**config.mk**
```make
export PLATFORM = sky130hd
export DESIGN_NAME = iq_block_scheduler
export DESIGN_NICKNAME = d
export VERILOG_FILES = /design/src/rtl/iq_block_scheduler.sv
export SDC_FILE = /design/constraint.sdc
export NUM_CORES = 1
export LEC_CHECK = 0
export BUFFER_PORTS_ARGS = -buffer_cell sky130_fd_sc_hd__buf_2
export CAP_MARGIN = 20
export CELL_PAD_IN_SITES_DETAIL_PLACEMENT = 1
export CELL_PAD_IN_SITES_GLOBAL_PLACEMENT = 2
export CORE_UTILIZATION = 22
export DETAILED_ROUTE_END_ITERATION = 8
export GPL_ROUTABILITY_DRIVEN = 0
export PLACE_DENSITY_LB_ADDON = 0.25
export SYNTH_ARGS = -nofsm -noshare
export SYNTH_HDL_FRONTEND = slang
export SYNTH_SLANG_ARGS = --single-unit
```
**constraint.sdc**
```tcl
create_clock -name clk_i -period 1.9 [get_ports clk_i]
set_input_delay 0.57 -clock clk_i [delete_from_list [all_inputs] [get_ports clk_i]]
set_output_delay 0.57 -clock clk_i [all_outputs]
set_load 0.01 [all_outputs]
```
**src/rtl/iq_block_scheduler.sv**
```systemverilog
// ---------------------------------------------------------------------------
// iq_block_scheduler
//
// Shares one combinational inverse-quantizer between a luma and a chroma
// requester. Arbitration is round-robin at block granularity: once a source
// is granted it keeps the quantizer for all BLK_SIZE coefficients of its
// block. The block QP is captured on the first beat. Dequantized results are
// registered into a valid/ready output stream tagged with source and
// end-of-block.
//
// Ports
//   clk_i, rst_ni              clock, asynchronous active-low reset
//   req_valid_i / req_ready_o  per-source handshake (bit0 luma, bit1 chroma)
//   req_coeff0_i / req_coeff1_i quantized coefficient per source
//   req_qp0_i / req_qp1_i      QP per source, used on the first beat only
//   iq_coeff_o / iq_qp_o       operands driven into the shared quantizer
//   iq_result_i                combinational quantizer result
//   out_valid_o / out_ready_i  output stream handshake
//   out_coeff_o                dequantized coefficient
//   out_src_o                  0 luma, 1 chroma
//   out_last_o                 coefficient BLK_SIZE-1 of its block
//   qp_err_o                   one-cycle pulse when a latched block QP >= 52
// ---------------------------------------------------------------------------
module iq_block_scheduler #(
    parameter int COEFF_WIDTH = 16,
    parameter int QP_WIDTH    = 6,
    parameter int BLK_SIZE    = 16
) (
    input  logic                   clk_i,
    input  logic                   rst_ni,
    input  logic [1:0]             req_valid_i,
    output logic [1:0]             req_ready_o,
    input  logic [COEFF_WIDTH-1:0] req_coeff0_i,
    input  logic [COEFF_WIDTH-1:0] req_coeff1_i,
    input  logic [QP_WIDTH-1:0]    req_qp0_i,
    input  logic [QP_WIDTH-1:0]    req_qp1_i,
    output logic [COEFF_WIDTH-1:0] iq_coeff_o,
    output logic [QP_WIDTH-1:0]    iq_qp_o,
    input  logic [COEFF_WIDTH-1:0] iq_result_i,
    output logic                   out_valid_o,
    input  logic                   out_ready_i,
    output logic [COEFF_WIDTH-1:0] out_coeff_o,
    output logic                   out_src_o,
    output logic                   out_last_o,
    output logic                   qp_err_o
);

    localparam int CNT_W = $clog2(BLK_SIZE);
    localparam logic [CNT_W-1:0] LAST_BEAT = CNT_W'(BLK_SIZE - 1);

    typedef enum logic {
        IDLE,
        BURST
    } state_e;

    state_e                 state_q;
    logic                   grant_q;
    logic                   rrPtr_q;
    logic [CNT_W-1:0]       cnt_q;
    logic [CNT_W-1:0]       cnt_d;
    logic [QP_WIDTH-1:0]    blkQp_q;
    logic [COEFF_WIDTH-1:0] outCoeff_q;
    logic                   outSrc_q;
    logic                   outLast_q;
    logic                   outValid_q;
    logic                   qpErr_q;

    logic                   grantValid;
    logic [COEFF_WIDTH-1:0] grantCoeff;
    logic [QP_WIDTH-1:0]    grantQp;
    logic                   outFree;
    logic                   inBurst;
    logic                   accept;
    logic                   lastBeat;
    logic                   firstBeat;
    logic                   nextGrant;

    // Datapath steering and handshake. The output register is free when it
    // is empty or being drained this cycle, which gives full throughput and
    // keeps req_ready independent of req_valid.
    always_comb begin
        grantValid  = grant_q ? req_valid_i[1] : req_valid_i[0];
        grantCoeff  = grant_q ? req_coeff1_i : req_coeff0_i;
        grantQp     = grant_q ? req_qp1_i : req_qp0_i;
        outFree     = !outValid_q || out_ready_i;
        inBurst     = (state_q == BURST);
        accept      = inBurst && grantValid && outFree;
        lastBeat    = (cnt_q == LAST_BEAT);
        firstBeat   = (cnt_q == '0);
        cnt_d       = cnt_q + CNT_W'(1);
        // Favoured source wins if it is asking, otherwise the other one.
        nextGrant   = req_valid_i[rrPtr_q] ? rrPtr_q : ~rrPtr_q;

        req_ready_o = 2'b00;
        if (inBurst && outFree) begin
            req_ready_o[grant_q] = 1'b1;
        end

        iq_coeff_o  = inBurst ? grantCoeff : '0;
        // Only the first beat sees the live QP; later beats use the latched
        // block QP so mid-block QP changes have no effect.
        iq_qp_o     = firstBeat ? grantQp : blkQp_q;
    end

    // Arbitration FSM, beat counter, block QP and the registered output
    // stage all live in this one block.
    always_ff @(posedge clk_i or negedge rst_ni) begin
        if (!rst_ni) begin
            state_q    <= IDLE;
            grant_q    <= 1'b0;
            rrPtr_q    <= 1'b0;
            cnt_q      <= '0;
            blkQp_q    <= '0;
            outCoeff_q <= '0;
            outSrc_q   <= 1'b0;
            outLast_q  <= 1'b0;
            outValid_q <= 1'b0;
            qpErr_q    <= 1'b0;
        end else begin
            qpErr_q <= 1'b0;

            if (accept) begin
                outCoeff_q <= iq_result_i;
                outSrc_q   <= grant_q;
                outLast_q  <= lastBeat;
                outValid_q <= 1'b1;
                if (firstBeat) begin
                    blkQp_q <= grantQp;
                    qpErr_q <= (32'(grantQp) >= 32'd52);
                end
            end else if (out_ready_i) begin
                outValid_q <= 1'b0;
            end

            case (state_q)
                IDLE: begin
                    if (|req_valid_i) begin
                        grant_q <= nextGrant;
                        cnt_q   <= '0;
                        state_q <= BURST;
                    end
                end
                BURST: begin
                    if (accept) begin
                        if (lastBeat) begin
                            rrPtr_q <= ~grant_q;
                            cnt_q   <= '0;
                            state_q <= IDLE;
                        end else begin
                            cnt_q <= cnt_d;
                        end
                    end
                end
                default: state_q <= IDLE;
            endcase
        end
    end

    assign out_valid_o = outValid_q;
    assign out_coeff_o = outCoeff_q;
    assign out_src_o   = outSrc_q;
    assign out_last_o  = outLast_q;
    assign qp_err_o    = qpErr_q;

endmodule

```
* Word-level counts from Yosys, hierarchy flattened *
Cells that the tools add are included.

word-level totals
  output and inout port bits = 44
  word-level logic and storage cells = 56
  register bits = 33

operators by class
  eq/ne operators = 3
  bitwise gates (word level) = 3
  $lt $le $gt $ge = 4
  $add $sub $neg = 1
  multiplexer cells = 23
  reduce and logical (&&, ||, !) cells = 12

operators with widths
  cell                   count
  $mux W16               2
  $mux W1                12
  $mux W4                3
  $mux W6                2
  $pmux W4 S2            1
  $ge A6 B6 Y1 const B   1
  $add A4 B1 Y4 const B  1
  $eq A4 B4 Y1 const B   1
  $logic_and A1 B1 Y1    4
  $logic_not A4 Y1       1
  $lt A1 B2 Y1 const B   2
  $reduce_and A2 Y1      2
  $not A1 Y1             3
  $reduce_and A3 Y1      1
  $mux W2                1
  $ne A2 B1 Y1 const B   1
  $ne A2 B2 Y1 const B   1
  $pmux W1 S2            1
  $reduce_bool A2 Y1     1
  $reduce_or A2 Y1       1
  $demux W1 S1           1
  $ge A1 B1 Y1 const B   1
  $logic_not A1 Y1       1
  $logic_or A1 B1 Y1     1

* Longest topological paths before layout *
  depth after elaboration = 5
  mapped depth = 6

* Least setup slack after synthesis *
Ideal clock, no wire load.

  path kind = reg2out
  from = reg cnt_q[0]
  to = out iq_qp_o[1]
  arrival time = 1.466 ns
  setup slack = -0.136 ns
  path buffers = 1
  stages on the path, launching flop included = 7
  path through = dfrtp_1 -> inv_1 -> ha_1 -> nor3b_1 -> clkbuf_1 -> nor2_1 -> a21oi_1

on the way
  word-level cells in the longest chain between the ends = 2

ends and longest elaborated chain
  element                 RTL line  source
  start, declared         59        logic [CNT_W-1:0] cnt_q;
  start signal, assigned  150       cnt_q <= cnt_d;
  $logic_not A4 Y1        89        firstBeat = (cnt_q == '0);
  $mux W6                 n/a
  end, declared           38        output logic [QP_WIDTH-1:0] iq_qp_o,

Every way passes these cells.

* Worst setup path in the final report *
  from = reg cnt_q[0]
  to = out iq_qp_o[5]

The elaborated chain is that of the path after synthesis.

==> flow_metrics.py <==
metrics = {
    "placement": {
        "detailed_place.area_um2": 2580,
        "place_ws_ps": 56.9,
        "place.detailed.instances": 386,
        "port_buffers": 108,
        "detailed_placement_hpwl_mm": 4.01,
    },
    "yosys": {
        "yosysUniqueCellTypes": 32,
        "syn_area_per_cell_um2": 10.8,
        "synth.net_count": 233,
        "ys_async_sr_fraction_pct": 100,
        "synth_sequential_area_ratio_pct": 46.1,
        "syn_area_um2": 1790,
        "synthDominantCellAreaShare_pct": 46.1,
        "synth_most_common_cell": "sky130_fd_sc_hd__dfrtp_1",
        "synth_top_cells_by_area": "sky130_fd_sc_hd__dfrtp_1 (46%), sky130_fd_sc_hd__mux2i_1 (16%), sky130_fd_sc_hd__mux2_2 (6.3%)",
        "synth-edff-count": 0,
        "yosys-top-cells-count": "sky130_fd_sc_hd__dfrtp_1 (33), sky130_fd_sc_hd__mux2i_1 (29), sky130_fd_sc_hd__nor2_1 (22)",
        "yosys_most_used_dff": "sky130_fd_sc_hd__dfrtp_1",
        "yosys_warnings": 0,
        "biggest_area_consumer_among_synthesized_cells": "sky130_fd_sc_hd__dfrtp_1",
        "ys_seq_elements": 33,
        "postSynthCellCount": 166,
    },
    "timing": {
        "setup_slack_ps": -270,
        "min_period_over_period_pct": 114,
        "fin_hold_ws_ps": 319,
        "hold_viol": 0,
        "clock.fmax_ghz": 0.461,
        "drv_slew": 0,
        "slew_headroom_pct": 70.7,
        "finalCriticalPeriod_ps": 2170,
        "rsz_0062_raised_after_global_routing": "true",
        "setup_viol_count_final": 16,
        "final.setup_skew_ps": 2.73,
        "worst_pin_slew_ps": 440,
    },
    "clock_tree": {
        "clock_path_buffers": 2,
        "clock_buffers_created_by_tritoncts": 5,
        "clk_pin_slew_ps": 70,
        "number_of_hold_repair_buffers_added_at_the_cts_stage": 0,
        "worst_skew_pair.late_latency_ps": 280,
        "cts_sinks": 33,
        "cts_htree_levels": 2,
        "ctsRootBufferMaster": "sky130_fd_sc_hd__clkbuf_8",
        "tritoncts": "yes",
    },
    "setup_path": {
        "worst_path_max_delay_cell": "sky130_fd_sc_hd__dfrtp_1",
        "required_ps": 1330,
        "regToRegEndpoint": "cnt_q[0]$_DFFE_PN0P_",
        "end_kind": "output pin",
        "critical-path-max-stage-delay_ps": 390,
        "critical_path_arrival_ps": 1600,
        "timing.critical_path.buf_inv": 3,
        "setup.worst_path.class": "reg -> out",
        "worstPathCellList": "inv_2 > ha_4 > nor3b_4 > buf_6 > nor2_2 > a21oi_1 > buf_2",
        "timing.rr.start": "cnt_q[0]$_DFFE_PN0P_",
        "start_kind": "flip-flop",
        "critical_path.top_delay_family": "buffers and inverters",
        "worst_r2r_path_depth": 7,
        "reg2reg_setup_slack_ps": 100,
        "critical_path.max_fanout": 5,
    },
    "final_layout": {
        "num-fill-cells": 928,
        "number_of_inserted_diodes": 0,
        "nNetsFinal": 371,
        "fin_area_um2": 2900,
        "post_layout_nonfiller_instances": 407,
        "areaGrowthSynthToFinish_pct": 61.8,
        "drive_above_1_share_pct": 56.1,
        "utilization_pct": 37.1,
    },
    "outcome": {
        "failed_checks": "setup timing",
        "run_status": "complete, but fails checks",
    },
    "floorplan": {
        "die_y_um": 92.2,
        "die_w_um": 92.2,
        "fp.dieArea_um2": 8510,
        "initial_core_util_pct": 22.9,
        "floorplan.core_area_um2": 7810,
        "i_o_pin_total": 109,
        "std_cell_rows": 32,
    },
    "power_and_ir_drop": {
        "power.static_leakage_uw": 0.00152,
        "power_density_nw_per_um2": 1470,
        "vdd.ir_drop.worst_uv": 410,
    },
    "drt": {
        "drc": 0,
        "via_count": 1781,
        "antenna_violating_nets_post_route": 0,
        "dr.pass1.iters": 4,
        "vias_per_cell": 4.38,
        "detail_route.iter0.violations": 34,
        "routed_wire_length_per_instance_um": 13.5,
        "route.final.wire_length_mm": 5.48,
    },
    "flow_run": {
        "drv_cap": 0,
    },
    "global_routing": {
        "grt_pass1_wl_mm": 8.76,
        "grt.total_usage_pct": 13.1,
        "globalRoute.totalOverflow": 0,
        "pin_count_of_the_biggest_net_entering_global_routing": 34,
        "grt_antenna_before_repair": 0,
        "grt_pass1_vias": 1830,
    },
    "min_path": {
        "hold_class": "in -> async",
    },
}
metrics by stage:
stage                     TNS, ps  power, uW
after floorplan                 0       2380
after global placement          0       3250
after detailed placement        0       3280
after CTS                   -1620       4190
after global routing        -3280       4610
final                       -1790       4270
cell usage in the layout, fill, tap and decap left out, drive strengths merged, types with 2 or more instances in the layout:
cell	count
buf	138
nand3b	2
dfrtp	33
clkbuf	8
a22o	2
nand4	3
and3	2
nor2	22
inv	11
nor2b	2
ha	2
mux2i	29
nor3	2
o21ai	2
mux2	18
nand3	2
nand2b	2
a21oi	9
o211ai	4
nand2	2
final cells by class:
class                           instances  area, um^2  area share, %
Tap cell                              102         128           4.40
Sequential cell                        33         827           28.5
Clock buffer                            7        86.3           2.98
Clock inverter                          1        30.0           1.04
Inverter                               11        41.3           1.42
Timing Repair Buffer                  139         848           29.3
Multi-Input combinational cell        114         938           32.4
power by group:
| group | total (uW) | switching [uW] | internal, uW |
|---|---|---|---|
| Clock | 675 | 247 | 427 |
| Sequential | 1210 | 186 | 1020 |
| Combinational | 2390 | 1100 | 1290 |
layer usage:
layer	wire length (um)	track usage (%)
met5	0	0
met4	62	4.69
met3	293	2.65
met2	2630	21.5
met1	2500	17.0
state kept, by name (all words and copies together) (netlist names):
name	cells
qp_err_o	1
out_valid_o	1
grant_q	1
out_src_o	1
inBurst	1
blkQp_q	6
rrPtr_q	1
out_coeff_o	16
out_last_o	1
cnt_q	4
worst max-delay path by stage:
stage | from | endpoint | slack (ps) | cells after the start
after floorplan | cnt_q[0]$_DFFE_PN0P_ | iq_qp_o[1] | 60 | 6
after CTS | cnt_q[1]$_DFFE_PN0P_ | iq_qp_o[2] | -240 | 7
after global placement | cnt_q[0]$_DFFE_PN0P_ | iq_qp_o[5] | 100 | 7
after detailed placement | cnt_q[0]$_DFFE_PN0P_ | iq_qp_o[2] | 60 | 7
final | cnt_q[0]$_DFFE_PN0P_ | iq_qp_o[5] | -270 | 7
after global routing | cnt_q[0]$_DFFE_PN0P_ | iq_qp_o[5] | -390 | 7
worst register-to-register path, delay by kind of cell, from the launching register on:
| kind | cells | cell delay (ps) |
|---|---|---|
| AND/OR/NAND/NOR | 2 | 500 |
| multiplexers | 1 | 230 |
| adder cells (fa/ha/maj) | 1 | 230 |
| flip-flops | 1 | 390 |
| buffers and inverters | 3 | 390 |
cell families after synthesis:
group / Yosys count / share of synthesized area [%]
adder cells (fa/ha/maj): 2 / 1.40
buffers and inverters: 19 / 4.61
flip-flops: 33 / 46.1
multiplexers: 47 / 27.5
AND/OR/NAND/NOR: 41 / 11.5
AO/OA/AOI/OAI: 24 / 8.87
timing repair:
action,in CTS,in global routing
cloned,1,1
pin swaps,1,3
setup buffers,9,2
setup endpoints to repair,17,29
resized for setup,14,11
Power figures use the tool's default switching activity.
